[config.mk]
export PLATFORM = sky130hd
export DESIGN_NAME = regfile_param_2w2r
export DESIGN_NICKNAME = d
export VERILOG_FILES = /design/src/rtl/regfile_param_2w2r.sv
export SDC_FILE = /design/constraint.sdc
export NUM_CORES = 1
export LEC_CHECK = 0
export CAP_MARGIN = 10
export CORE_MARGIN = 5
export CORE_UTILIZATION = 53
export CTS_CLUSTER_SIZE = 16
export DETAILED_ROUTE_END_ITERATION = 6
export HOLD_SLACK_MARGIN = 0.1
export PLACE_DENSITY = 0.86
export REMOVE_ABC_BUFFERS = 1
export SETUP_SLACK_MARGIN = 0.02
export SYNTH_ARGS = -nofsm -noshare
export SYNTH_HDL_FRONTEND = slang
export SYNTH_SLANG_ARGS = --single-unit
[constraint.sdc]
create_clock -name CLK -period 2.9 [get_ports CLK]
set_input_delay 0.58 -clock CLK [delete_from_list [all_inputs] [get_ports CLK]]
set_output_delay 0.58 -clock CLK [all_outputs]
set_load 0.005 [all_outputs]
[src/rtl/regfile_param_2w2r.sv]
// Two-write / two-read register file with registered reads, optional same-cycle
// write-to-read forwarding, optional hardwired-zero entry 0 and a write-collision flag.
module regfile_param_2w2r #(
    parameter int DATA_W   = 16,
    parameter int ADDR_W   = 2,
    parameter int BYPASS   = 1,
    parameter int ZERO_REG = 0
) (
    input  logic              CLK,
    input  logic              RST_N,
    input  logic [ADDR_W-1:0] WA1,
    input  logic [DATA_W-1:0] WD1,
    input  logic              WE1,
    input  logic [ADDR_W-1:0] WA2,
    input  logic [DATA_W-1:0] WD2,
    input  logic              WE2,
    input  logic [ADDR_W-1:0] RAA,
    input  logic              REA,
    output logic [DATA_W-1:0] RDA,
    output logic              RVA,
    input  logic [ADDR_W-1:0] RAB,
    input  logic              REB,
    output logic [DATA_W-1:0] RDB,
    output logic              RVB,
    output logic              COLL
);
    localparam int DEPTH = 2 ** ADDR_W;

    logic [DATA_W-1:0] mem [0:DEPTH-1];
    logic [ADDR_W-1:0] rd_addr [2];
    logic              rd_en   [2];
    logic [DATA_W-1:0] rd_val_d  [2];
    logic [DATA_W-1:0] rd_data_q [2];
    logic              rd_vld_q  [2];
    logic              coll_q;
    logic              coll_d;
    logic              wr1_ok;
    logic              wr2_ok;

    assign rd_addr[0] = RAA;
    assign rd_addr[1] = RAB;
    assign rd_en[0]   = REA;
    assign rd_en[1]   = REB;

    // Writes aimed at a hardwired-zero entry 0 are suppressed.
    assign wr1_ok = WE1 && !((ZERO_REG != 0) && (WA1 == '0));
    assign wr2_ok = WE2 && !((ZERO_REG != 0) && (WA2 == '0));
    assign coll_d = WE1 && WE2 && (WA1 == WA2);

    always_comb begin
        for (int p = 0; p < 2; p++) begin
            rd_val_d[p] = mem[rd_addr[p]];
            // Port 2 is checked last so it wins a same-address forwarding tie.
            if ((BYPASS != 0) && WE1 && (WA1 == rd_addr[p])) rd_val_d[p] = WD1;
            if ((BYPASS != 0) && WE2 && (WA2 == rd_addr[p])) rd_val_d[p] = WD2;
            if ((ZERO_REG != 0) && (rd_addr[p] == '0))       rd_val_d[p] = '0;
        end
    end

    always_ff @(posedge CLK) begin
        if (!RST_N) begin
            for (int i = 0; i < DEPTH; i++) mem[i] <= '0;
        end else begin
            if (wr1_ok) mem[WA1] <= WD1;
            if (wr2_ok) mem[WA2] <= WD2;
        end
    end

    always_ff @(posedge CLK) begin
        if (!RST_N) begin
            for (int p = 0; p < 2; p++) begin
                rd_data_q[p] <= '0;
                rd_vld_q[p]  <= 1'b0;
            end
            coll_q <= 1'b0;
        end else begin
            for (int p = 0; p < 2; p++) begin
                rd_vld_q[p] <= rd_en[p];
                if (rd_en[p]) rd_data_q[p] <= rd_val_d[p];
            end
            coll_q <= coll_d;
        end
    end

    assign RDA  = rd_data_q[0];
    assign RVA  = rd_vld_q[0];
    assign RDB  = rd_data_q[1];
    assign RVB  = rd_vld_q[1];
    assign COLL = coll_q;
endmodule
# After elaboration in Yosys (flattened, before gate mapping)

Memories as Yosys holds them, arrays and structs flattened.
Index checks and enable logic that the tools add are counted.

Muxes and demuxes: 28
Bitwise logic cells: 4
Reductions and logical operators: 8
Equal/unequal tests: 5

Operator list:

| kind                | number |
|---|---|
| 16-bit 2-to-1 mux   | 8 |
| 16-bit OR reduction | 2 |
| 1-bit 2-to-1 mux    | 18 |
| 2-bit == test       | 5 |
| 1-bit logical AND   | 6 |
| 2-bit 2-to-1 mux    | 2 |
| 1-bit OR            | 4 |

RAM bits: 98
Input bits: 46
Output and inout bits: 35
Word-level logic and storage cells: 49
Register bits after elaboration: 1
Memories kept: 3

Memories:

| memory    | depth | width | read ports | clocked after memory_dff | wr ports | RTL line | text |
|---|---|---|---|---|---|---|---|
| mem       | 4     | 16    | 2          | 0                        | 4        | 29       | `logic [DATA_W-1:0] mem [0:DEPTH-1];` |
| rd_data_q | 2     | 16    | 2          | 0                        | 2        | 33       | `logic [DATA_W-1:0] rd_data_q [2];` |
| rd_vld_q  | 2     | 1     | 2          | 0                        | 2        | 34       | `logic rd_vld_q [2];` |

# Logic depth before layout (Yosys ltp)

Word-level depth: 5
Gate-level depth with buffers: 7

# Worst setup path before layout

OpenSTA, ideal clock, no wires.

Kind: input -> register
Start point: input WA2[1]
End point: memory mem[0][0], enable pin
Path slack: 0.618 ns
Setup time: 0.376 ns
Data arrival time: 1.906 ns
Stages on the path: 5
Path buffers: 3
Cells stage by stage: buf_6 > nor4bb_1 > buf_2 > buf_1 > nand3b_1

RTL lines:

| item            | RTL line | text |
|---|---|---|
| start, declared | 14       | `input logic [ADDR_W-1:0] WA2,` |
| end, declared   | 29       |  |

==> run metrics <==
status=finished, violations left; failing checks=DRC; count leader, synth=edfxtp_1; Routed Antenna Nets=0; Post-Syn Area=around 6200 um2; worst reg2reg startpoint=mem[3][0]; die area=approximately 14,000 um2; die height=~120 um; share of layout cells above drive strength 1=0.226; maximum vdd drop=0.252 mV; largest cells by area after synthesis=edfxtp_1 47%, mux4_2 12%, a311oi_2 4.9%; Core ar.=11,400 um2; H-tree level count=3; gr usage total=0.266; Antenna Cells=0; skew final=between 5 and 6 ps; largest net degree at the start of global routing=33; gpl congestion=0.920; Netlist cell types=36; DP Cell Count=approximately 700; Slew headroom=0.338; warnings from Yosys=0; Sink Count=roughly 100; worst hold path stage count=2; number of flops mapped to enable cells by yosys=between 90 and 100; CTS max path bufs=2; drt pass-1 iters=7; initial antenna violation count=0; first-pass GRT wire length=29.1 mm; vias per cell=between 7 and 8; Int Pwr=~2.8 mW; vias in the first global route=between 5,000 and 6,000; routed via count=about 5,200; gr ovfl total=0; ys flop type=edfxtp_1; Crit-path slowest cell=xnor2_2; Synth top cells by count=96 x edfxtp_1, 65 x nand2_1; Port Buf Inserts=80; Seq cells post-synth=99; Startpoint Class=primary input; sequential power share=0.467; Max Clk Rate=between 0.3 and 0.4 GHz; Period minus WS final=2550 ps; origin of the worst setup path=RAB[1]; Sw Ratio=0.271; sw power=around 1.0 mW; clock network fraction of total power=0.309; Slew @ Worst Pin=~990 ps; Fin. Hold Viols=0; Hold WC Path Type=in -> reg; CP endpoint kind=register; wire per inst=about 26 um; largest area contributor in the netlist=edfxtp_1; Post-CTS Setup Inserts=0; Max Fanout on Critical Path=16; Comb pwr share=0.224; # hold bufs at CTS=0; Final period util=0.879; Avg Inst Size Synth=12.6 um2; DRC=1; critical path data required time=~3000 ps; CTS tree=done; power density over the cells=a little over 500 nW/um2; Min Hold Slack=between 900 and 1000 ps; Design Area, Final=between 7000 and 8000 um2; CTS root buf=clkbuf_16; Inserted Clock Buffers=9; r2r worst-path depth=3; Nets=around 610; Synth async-reset ratio=0; RSZ-0062 raised after global routing=false; cell count after synthesis=about 490; Pleak=between 2 and 3 nW; Non-Filler Instances=approximately 710; post_cts resized=0; Post-Route WL=roughly 18 mm; multi-input logic area=~2900 um2; Max Cap Violations=0; IO Pins=between 80 and 90; Final Max Slew Viols=0; Placed Instance Area=7200 um2; register area=2940 um2; power consumption=roughly 3.8 mW; top-area cell type share of the netlist area=0.468; die width=roughly 120 um; Cell Chain, Critical Path=clkdlybuf4s50_1, xnor2_2, nand4_1, a311oi_1; CP Class=in -> reg; Area growth syn-to-layout=21.5%; Starting Density=0.539; DRT iter0 DRCs=approximately 610; critical hold path startpoint=REA; Clock Pin Slew Worst Setup and Hold Paths=~60 ps; Skew-Pair Late Insertion Delay=approximately 350 ps; FILL cells=between 800 and 900; Setup violations, final=0; Critical Path AT=roughly 2700 ps; Seq/Total Area, Yosys=0.478; Post-DP HPWL=12.7 mm; floorplan row count=39; CP max stage delay=~850 ps
[through the flow]
stage	setup TNS [ps]	util	setup WS [ps]
2_1_floorplan	-2810	-	-165
3_3_place_gp	0	0.630	96.5
3_5_place_dp	0	0.631	64.0
4_1_cts	0	0.655	399
5_1_grt	0	0.655	269
6_report	0	0.655	351
[power by group through the flow]
| stage | registers (mW) | clock network, mW | logic, mW |
|---|---|---|---|
| 3_3_place_gp | 1.81 | 0 | 0.806 |
| 4_1_cts | 1.79 | 1.19 | 0.841 |
| 6_report | 1.79 | 1.18 | 0.860 |
| 2_1_floorplan | 1.81 | 0 | 0.390 |
| 3_5_place_dp | 1.82 | 0 | 0.836 |
| 5_1_grt | 1.80 | 1.25 | 0.899 |
[metal layers]
layer	share of wire	track usage	wire length, um	up-vias
met3	0.11	0.0601	2060	130
met2	0.51	0.457	9390	431
met1	0.32	0.297	5920	2412
met4	0.059	0.166	1090	0
met5	0	0	0	-
li1	-	-	-	2178
[cell usage in the layout (no fill, tap or decap), drive strengths merged, types with 5 or more instances in the layout]
cell type / n
a22o: 32
a311oi: 32
buf: 47
clkbuf: 11
clkdlybuf4s50: 80
edfxtp: 96
mux4: 32
nand2: 65
nand3: 18
nand4: 32
nor4: 32
o21ai: 18
o31ai: 32
xnor2: 5
xor2: 9
[state kept, by name, summed over array words and instances, names as in the netlist]
register	count
rd_data_q	32
COLL	1
rd_vld_q	2
mem	64
[path summary, 6_finish.rpt]
| kind | endpoint | slack, ps |
|---|---|---|
| min | rd_vld_q[0][0] | 940 |
| min reg2reg | rd_data_q[0][28] | 970 |
| max reg2reg | rd_data_q[0][0] | 1470 |
| max | rd_data_q[0][17] | 350 |
[final cells by class]
cell class	count	area share
clock buffer	11	0.0311
clock inverter	4	0.00685
inverter	2	0.00100
multi-input combinational	328	0.386
sequential	99	0.393
tap	143	0.0239
timing repair buffer	127	0.158
[logic make-up after synthesis]
family                 synth area share
buffers and inverters            0.0571
flip-flops                        0.478
XOR/XNOR                         0.0382
AO/OA/AOI/OAI                     0.165
multiplexers                      0.117
AND/OR/NAND/NOR                   0.145
[critical path: cells and delay by family]
kind	cells	cell delay [ps]
buf+inv	1	660
xor+xnor	1	850
compound gates	1	400
simple gates	1	170
(Power assumes the default switching activity.)
